<file path="src/rtl/ext_ram_reader.sv">
// ext_ram_reader
//   Read-out sequencer for the PE_BLOCK extrinsic RAM. Sweeps base_addr ..
//   base_addr+len-1 (wrapping modulo RAM_DEPTH), issues one-cycle-latency
//   reads on the EXT_RAM port, and streams each word with its source address
//   over a valid/ready interface. Read latency is absorbed by a 2-entry skid
//   FIFO placed in front of a registered output stage.
//
//   Optional feature macro: EXT_READ_CHECK_EN
//     When defined, adds err / err_count outputs. Every transferred word is
//     compared lane-by-lane with out_addr[MESSAGE_WIDTH-1:0]. Any mismatch sets
//     the sticky err flag and bumps err_count (saturating). Both clear on an
//     accepted start and on reset.
//
//   Ports
//     clk, rst_n        clock (rising edge), asynchronous active-low reset
//     start             one-cycle sweep request, sampled only in IDLE
//     base_addr, len    first address and word count (0..RAM_DEPTH)
//     abort             cancel sweep, flush buffered/in-flight data
//     busy, done        sweep in progress / one-cycle completion pulse
//     address, ext_cs   EXT_RAM read port (ext_we tied low)
//     ext_we
//     ext_data_out      EXT_RAM read data, valid the cycle after ext_cs
//     out_valid/ready   output stream handshake
//     out_data          three message lanes {[2],[1],[0]}
//     out_addr          address the word was read from
//     err, err_count    checker outputs (EXT_READ_CHECK_EN only)
module ext_ram_reader #(
  parameter int MESSAGE_WIDTH = 5,
  parameter int ADDR_WIDTH    = 8,
  parameter int RAM_DEPTH     = 1 << ADDR_WIDTH
) (
  input  logic                       clk,
  input  logic                       rst_n,
  input  logic                       start,
  input  logic [ADDR_WIDTH-1:0]      base_addr,
  input  logic [ADDR_WIDTH:0]        len,
  input  logic                       abort,
  output logic                       busy,
  output logic                       done,
  output logic [ADDR_WIDTH-1:0]      address,
  output logic                       ext_cs,
  output logic                       ext_we,
  input  logic [3*MESSAGE_WIDTH-1:0] ext_data_out,
  output logic                       out_valid,
  input  logic                       out_ready,
  output logic [3*MESSAGE_WIDTH-1:0] out_data,
`ifdef EXT_READ_CHECK_EN
  output logic                       err,
  output logic [ADDR_WIDTH:0]        err_count,
`endif
  output logic [ADDR_WIDTH-1:0]      out_addr
);

  localparam int DW = 3 * MESSAGE_WIDTH;
  localparam int LW = ADDR_WIDTH + 1;

  typedef enum logic [1:0] {IDLE, READ, DRAIN, DONE} state_t;

  state_t                state, next_state;
  logic [ADDR_WIDTH-1:0] cur_addr;
  logic [LW-1:0]         remaining;

  // One read can be in flight at a time; its address travels alongside it
  logic                  rd_pending;
  logic [ADDR_WIDTH-1:0] rd_addr;

  logic [DW-1:0]         fifo_data [2];
  logic [ADDR_WIDTH-1:0] fifo_tag  [2];
  logic                  fifo_wptr, fifo_rptr;
  logic [1:0]            fifo_count;

  logic accept_start, credit_ok, issue;
  logic out_free, fifo_pop, fifo_push, bypass;

  assign accept_start = (state == IDLE) && start && !abort;

  // The output register is not counted: in steady state a word sits there
  // while the FIFO is empty, so one read can be issued every cycle.
  assign credit_ok = (fifo_count + {1'b0, rd_pending}) < 2'd2;
  assign issue     = (state == READ) && !abort && credit_ok;

  assign out_free  = !out_valid || out_ready;
  assign fifo_pop  = out_free && (fifo_count != 2'd0);
  // Returning data skips the FIFO when it is empty and the output can take it
  assign bypass    = out_free && (fifo_count == 2'd0) && rd_pending;
  assign fifo_push = rd_pending && !bypass;

  assign address = cur_addr;
  assign ext_we  = 1'b0;

  // State register
  always_ff @(posedge clk or negedge rst_n) begin
    if (!rst_n) state <= IDLE;
    else        state <= next_state;
  end

  // Next-state logic; abort overrides everything, including a same-cycle start
  always_comb begin
    next_state = state;
    case (state)
      IDLE:  if (start) next_state = (len == '0) ? DONE : READ;
      READ:  if (issue && (remaining == LW'(1))) next_state = DRAIN;
      DRAIN: if ((fifo_count == 2'd0) && !rd_pending && out_free) next_state = DONE;
      DONE:  next_state = IDLE;
      default: next_state = IDLE;
    endcase
    if (abort) next_state = IDLE;
  end

  // Control outputs decoded from state
  always_comb begin
    busy   = 1'b0;
    done   = 1'b0;
    ext_cs = 1'b0;
    case (state)
      READ:  begin
        busy   = 1'b1;
        ext_cs = issue;
      end
      DRAIN: busy = 1'b1;
      DONE:  done = 1'b1;
      default: ;
    endcase
  end

  // Sweep address/count, read tracking, FIFO bookkeeping and output register
  always_ff @(posedge clk or negedge rst_n) begin
    if (!rst_n) begin
      cur_addr   <= '0;
      remaining  <= '0;
      rd_pending <= 1'b0;
      rd_addr    <= '0;
      fifo_wptr  <= 1'b0;
      fifo_rptr  <= 1'b0;
      fifo_count <= 2'd0;
      out_valid  <= 1'b0;
      out_data   <= '0;
      out_addr   <= '0;
    end else begin
      if (accept_start) begin
        cur_addr  <= base_addr;
        remaining <= len;
      end else if (issue) begin
        cur_addr  <= (cur_addr == ADDR_WIDTH'(RAM_DEPTH - 1)) ? '0 : cur_addr + 1'b1;
        remaining <= remaining - LW'(1);
      end

      rd_pending <= issue;
      if (issue) rd_addr <= cur_addr;

      if (abort) begin
        rd_pending <= 1'b0;
        fifo_wptr  <= 1'b0;
        fifo_rptr  <= 1'b0;
        fifo_count <= 2'd0;
        out_valid  <= 1'b0;
      end else begin
        if (out_free) begin
          if (fifo_count != 2'd0) begin
            out_valid <= 1'b1;
            out_data  <= fifo_data[fifo_rptr];
            out_addr  <= fifo_tag[fifo_rptr];
          end else if (rd_pending) begin
            out_valid <= 1'b1;
            out_data  <= ext_data_out;
            out_addr  <= rd_addr;
          end else begin
            out_valid <= 1'b0;
          end
        end

        if (fifo_push) fifo_wptr <= ~fifo_wptr;
        if (fifo_pop)  fifo_rptr <= ~fifo_rptr;
        case ({fifo_push, fifo_pop})
          2'b10:   fifo_count <= fifo_count + 2'd1;
          2'b01:   fifo_count <= fifo_count - 2'd1;
          default: fifo_count <= fifo_count;
        endcase
      end
    end
  end

  // FIFO storage needs no reset: entries are only read after being written
  always_ff @(posedge clk) begin
    if (fifo_push && !abort) begin
      fifo_data[fifo_wptr] <= ext_data_out;
      fifo_tag[fifo_wptr]  <= rd_addr;
    end
  end

`ifdef EXT_READ_CHECK_EN
  logic lane_mismatch;

  always_comb begin
    lane_mismatch = 1'b0;
    for (int i = 0; i < 3; i++) begin
      if (out_data[i*MESSAGE_WIDTH +: MESSAGE_WIDTH] != out_addr[MESSAGE_WIDTH-1:0])
        lane_mismatch = 1'b1;
    end
  end

  always_ff @(posedge clk or negedge rst_n) begin
    if (!rst_n) begin
      err       <= 1'b0;
      err_count <= '0;
    end else if (accept_start) begin
      err       <= 1'b0;
      err_count <= '0;
    end else if (out_valid && out_ready && lane_mismatch) begin
      err <= 1'b1;
      if (err_count != '1) err_count <= err_count + 1'b1;
    end
  end
`endif

endmodule

</file>
<file path="config.mk">
export PLATFORM = sky130hd
export DESIGN_NAME = ext_ram_reader
export DESIGN_NICKNAME = d
export VERILOG_FILES = /design/src/rtl/ext_ram_reader.sv
export SDC_FILE = /design/constraint.sdc
export NUM_CORES = 1
export LEC_CHECK = 0
export CAP_MARGIN = 10
export CORE_ASPECT_RATIO = 0.7
export CORE_UTILIZATION = 48
export DETAILED_ROUTE_END_ITERATION = 12
export GPL_ROUTABILITY_DRIVEN = 0
export GPL_TIMING_DRIVEN = 0
export PLACE_DENSITY = 0.82
export SLEW_MARGIN = 20
export SYNTH_ARGS = -nofsm -noshare
export SYNTH_HDL_FRONTEND = slang
export SYNTH_SLANG_ARGS = --single-unit
export TNS_END_PERCENT = 100
</file>
<file path="constraint.sdc">
create_clock -name clk -period 2.95 [get_ports clk]
set_clock_uncertainty 0.1 [all_clocks]
set_input_delay 0.885 -clock clk [delete_from_list [all_inputs] [get_ports clk]]
set_output_delay 0.885 -clock clk [all_outputs]
set_load 0.005 [all_outputs]
</file>
**Yosys cells after proc, flatten, opt, wreduce, memory -nomap -nowiden**

Memory sizes are Yosys's and may differ from the RTL's.
Index checks and enable logic that the tools add are counted.

- $add $sub $neg: 5
- Magnitude comparators: 1
- Equal/unequal tests: 10
- Mux-type cells: 31
- Bitwise gates (word level): 3
- Reductions and logical operators: 30

Operators with widths:

| operator | count |
|---|---|
| 2-to-1 mux 8 bit | 5 |
| 2-to-1 mux 15 bit | 2 |
| 2-to-1 mux 9 bit | 2 |
| 2-to-1 mux 1 bit | 14 |
| logical AND 1 bit | 12 |
| 2-to-1 mux 2 bit | 6 |
| nonzero test 2 bit | 6 |
| equality test 9 x 1 -> 1 bit, second input constant | 1 |
| logical NOT 9 bit | 1 |
| subtractor 9 x 1 -> 9 bit, second input constant | 1 |
| adder 8 x 1 -> 8 bit, second input constant | 1 |
| equality test 8 bit, second input constant | 1 |
| case mux 2 bit (4 select lines) | 1 |
| equality test 2 bit, second input constant | 3 |
| != test 3 bit, second input constant | 2 |
| AND reduction 3 bit | 2 |
| equality test 2 x 1 -> 1 bit, second input constant | 2 |
| logical NOT 1 bit | 4 |
| logical NOT 2 bit | 2 |
| case mux 2 bit (2 select lines) | 1 |
| != test 3 x 2 -> 1 bit, second input constant | 1 |
| NOT 1 bit | 3 |
| nonzero test 3 bit | 1 |
| adder 2 x 1 -> 2 bit | 1 |
| other kinds (5) | 5 |

- Bits in registers: 56
- RAM bits: 46
- Output and inout bits: 36
- Logic and storage cells: 93
- Memories: 2

Memory list:

| name | depth | bits a word | read ports | clocked after Yosys merged registers in | write ports | RTL line | text |
|---|---|---|---|---|---|---|---|
| fifo_data | 2 | 15 | 1 | 0 | 1 | 67 | `logic [DW-1:0] fifo_data [2];` |
| fifo_tag | 2 | 8 | 1 | 0 | 1 | 68 | `logic [ADDR_WIDTH-1:0] fifo_tag [2];` |

**Logic depth before layout (Yosys ltp)**

- Depth after elaboration: 9
- Depth in mapped cells: 8
- Depth with buffers taken out: 7

**Worst setup path after synthesis**

No wires, ideal clock.

- Path type: input to register
- Start point: input port out_ready
- End point: memory fifo_data[1][0] (netlist name) (enable)
- Library setup time: 437 ps
- Arrival: 3230 ps
- Data required time: 2413 ps
- Path slack: -817 ps
- Cell stages on the path: 4
- Cell sequence: nor2b_1 > clkbuf_1 > o21ai_0 > nor3b_1

- Word-level cells in the longest chain between the ends: 8

Ends and longest elaborated chain:

| item | RTL line | text |
|---|---|---|
| from (decl) | 45 | `input logic out_ready,` |
| logical OR 1 bit | 82 | `assign out_free = !out_valid \|\| out_ready;` |
| logical AND 1 bit (2 in series) | 85 | `assign bypass = out_free && (fifo_count == 2'd0) && rd_pending;` |
| logical NOT 1 bit | 86 | `assign fifo_push = rd_pending && !bypass;` |
| logical AND 1 bit | 86 |  |
| logical AND 1 bit | 185 | `if (fifo_push && !abort) begin` |
| 2-to-1 mux 1 bit | 185 |  |
| 2-to-1 mux 1 bit (not written as such) | 186 | `fifo_data[fifo_wptr] <= ext_data_out;` |
| to (decl) | 67 |  |

No other way between the ends.

**Final worst setup path**

- Start point: input port abort
- End point: output port ext_cs

- Word-level cells in the longest chain between the ends: 4

Ends and longest elaborated chain:

| item | RTL line | text |
|---|---|---|
| from (decl) | 37 | `input logic abort,` |
| logical NOT 1 bit | 80 | `assign issue = (state == READ) && !abort && credit_ok;` |
| logical AND 1 bit (2 in series) | 80 |  |
| 2-to-1 mux 1 bit | 115 | `case (state)` |
| to (decl) | 41 | `output logic ext_cs,` |

No other way between the ends.

==> impl_metrics.yaml <==
critical_path:
  path_class: "primary input to primary output"
  path_max_fanout: 3
  crit_arrival_ns: 1.91
  cpPeakStageDelay_ns: 0.52
  crit_path_cell_trace: "clkdlybuf4s50_1, nand2b_4, nor3_2, dlygate4sd2_1"
  reg2reg_from: "fifo_count[0]"
  critical_path.slowest_cell: "clkdlybuf4s50_1"
  end_kind: "primary output"
  startpoint: "abort"
  rrSetupSlack_ns: 0.65
  crit_buf_inv: 2
  cp_data_required_time_ns: 1.97
  startpoint_type: "primary input"
  critical-path-top-delay-family: "buffers and inverters"
timing:
  rsz0062_at_grt: "false"
  holdWs_ns: 0.381
  clock.fmax_mhz: 346
  hold_viol: 0
  worst_pin_slew_ns: 0.796
  finalCriticalPeriod_ns: 2.89
  setup_viol: 0
  period_share: 0.981
  setup_tns_ns: 0
  slew_viol_final: 0
  slew_headroom: 0.465
power_and_ir_drop:
  switching_share: 0.306
  net-switching-power_mw: 1.45
  internal_power_mw: 3.28
  clkPwrFrac: 0.258
  p_leak_nw: 2.22
  ir_worst_vdd_mv: 0.379
  p_per_area_nw_per_um2: 818
  pwr-share-comb: 0.281
  p_total_mw: 4.72
  seqPwrFrac: 0.460
synthesis:
  synth.top_cell.area_share: 0.313
  syn-instance-count: 388
  synth.most_common_cell: "dfrtp_1"
  synth_edf_count: 46
  ys_warn_count: 0
  synth_cell_types: 48
  async_reset_ff_frac: 0.549
  yosys-top-cells-area: "dfrtp_1 (31%), edfxtp_1 (31%), mux2i_1 (5.4%), o21ai_0 (4.4%), nand2_1 (3.8%)"
  synth_area_per_cell_sq_um: 11.6
  yosysSeqAreaShare: 0.621
  synth_area_sq_um: 4480
  synthTopCellsByCount: "dfrtp_1 (56), edfxtp_1 (46), nand2_1 (45), o21ai_0 (39), nor2_1 (34)"
  synthFlopType: "dfrtp_1"
  yosys.area.top_type: "dfrtp_1"
  syn_nets: 433
  ys_ff_latch: 102
grt:
  grt_use_total: 0.229
  grt_max_degree: 57
  grt_pass1_vias: 3446
  grt_pass1_wl_um: 17300
  overflow: 0
  antenna_found_initial: 0
cells_and_area:
  area_growth_pct: 28.8
  layout.nets: 521
  final_layout_size_suffix_gt1_frac: 0.108
  diodes: 0
floorplanning:
  num_rows: 29
  die_area_sq_um: 9740
  ios: 73
  core_sq_um: 9070
  die_w_um: 118
  die-height_um: 82.9
  start_util: 0.494
clocking:
  cts.sinks: 102
  cts_tree: "built"
  cts_buffer_depth: 2
  cts.clk_slew.worst_paths_ns: 0.07
  htree_levels: 3
  root_buffer: "clkbuf_16"
  cts_buffers: 9
  clock_latency_ns: 0.35
detailed_routing:
  drc_errors: 0
  via_count: 3346
  via_per_inst: 5.53
  drt_first_pass_iters: 5
  drtIter0Drc: 318
  wl_um: 10400
  wl_per_cell_um: 17.2
  final_antenna_net_count: 0
run:
  drv_cap: 0
worst_hold_path:
  hp-class: "flop to flop"
  min_from: "out_data[3]"
outcome:
  outcome: "complete, no violations"
place:
  io_buffers: 71
  place_hpwl_um: 6830
-- cell type report --
type | count | area (sq um)
multi-input combinational | 258 | 1630
timing repair buffer | 76 | 764
clock inverter | 7 | 88.8
buffer | 21 | 98.8
inverter | 8 | 30.0
sequential | 102 | 2780
tap | 124 | 155
fill | 699 | 3300
clock buffer | 9 | 225
-- cell usage in the layout, fill, tap and decap left out, types with 6 or more instances in the layout --
cell type | Yosys | routed
buf_4 | 3 | 7
nor2_1 | 34 | 34
dfrtp_1 | 56 | 56
nand3_1 | 7 | 7
o21ai_0 | 39 | 38
a21oi_1 | 29 | 29
clkbuf_1 | 12 | 11
ha_1 | 8 | 8
buf_2 | 6 | 6
mux2_2 | 8 | 8
mux2i_1 | 24 | 24
inv_1 | 8 | 8
nand2_1 | 45 | 45
xor2_1 | 10 | 10
clkbuf_16 | 0 | 9
edfxtp_1 | 46 | 46
clkdlybuf4s50_1 | 0 | 69
-- path summary, 6_finish.rpt --
check	end	depth (start not counted)
max	ext_cs	4
min	out_data[3]	2
max reg2reg	fifo_rptr	5
min reg2reg	out_data[3]	2
max in group asynchronous	out_data[13]	1
min in group asynchronous	address[2]	1
-- power groups by stage --
stage / Clock, mW / Sequential [mW] / Combinational, mW
floorplan: 0 / 2.13 / 0.627
global placement: 0 / 2.18 / 1.26
detailed placement: 0 / 2.19 / 1.31
CTS: 1.23 / 2.17 / 1.33
global route: 1.29 / 2.22 / 1.46
finish: 1.22 / 2.17 / 1.33
-- worst reg2reg max path, cell delays in order (launching register included) --
cell and delay (ns):
dfrtp_1 0.47, nor2_1 0.29, clkbuf_1 0.40, clkbuf_1 0.56, o21ai_0 0.23, a21oi_1 0.18
-- sequential cells by signal, summed over array words and instances (netlist names), 8 cells and up --
signal / count
fifo_data: 30
out_addr: 8
address: 8
fifo_tag: 16
remaining: 9
rd_addr: 8
out_data: 15
-- repair_timing --
item / 4_1_cts / 5_1_grt
setup buffers: 4 / 0
hold buffers: 0 / 0
pin swaps: 3 / 0
endpoints found under the setup margin: 47 / 13
resized for setup: 6 / 3
cloned: 1 / 0
-- per-stage QoR --
stage	worst slack [ns]	util	instances	area (sq um)
after floorplan	0.169	-	388	4510
after global placement	-0.885	0.592	583	5370
after detailed placement	-0.679	0.594	584	5380
after CTS	0.0513	0.636	605	5770
after global routing	0.0411	0.636	605	5770
final	0.0563	0.636	605	5770
-- kinds of logic (layout without fill, tap and decap cells) --
family | count (synthesis) | in the layout | share of synthesized area
buf+inv | 29 | 121 | 0.0285
flops | 102 | 102 | 0.621
mux | 32 | 32 | 0.0737
other cells | 1 | 1 | 0.000836
compound gates | 88 | 88 | 0.110
simple gates | 116 | 117 | 0.120
xor+xnor | 12 | 12 | 0.0234
fa+ha+maj | 8 | 8 | 0.0223
-- layer usage --
layer / share of wire / GRT usage
met4: 0.013 / 0.0664
met5: 0 / 0
met1: 0.46 / 0.317
met2: 0.47 / 0.369
met3: 0.055 / 0.0488
Note: power is estimated with default switching activity, not from simulation.
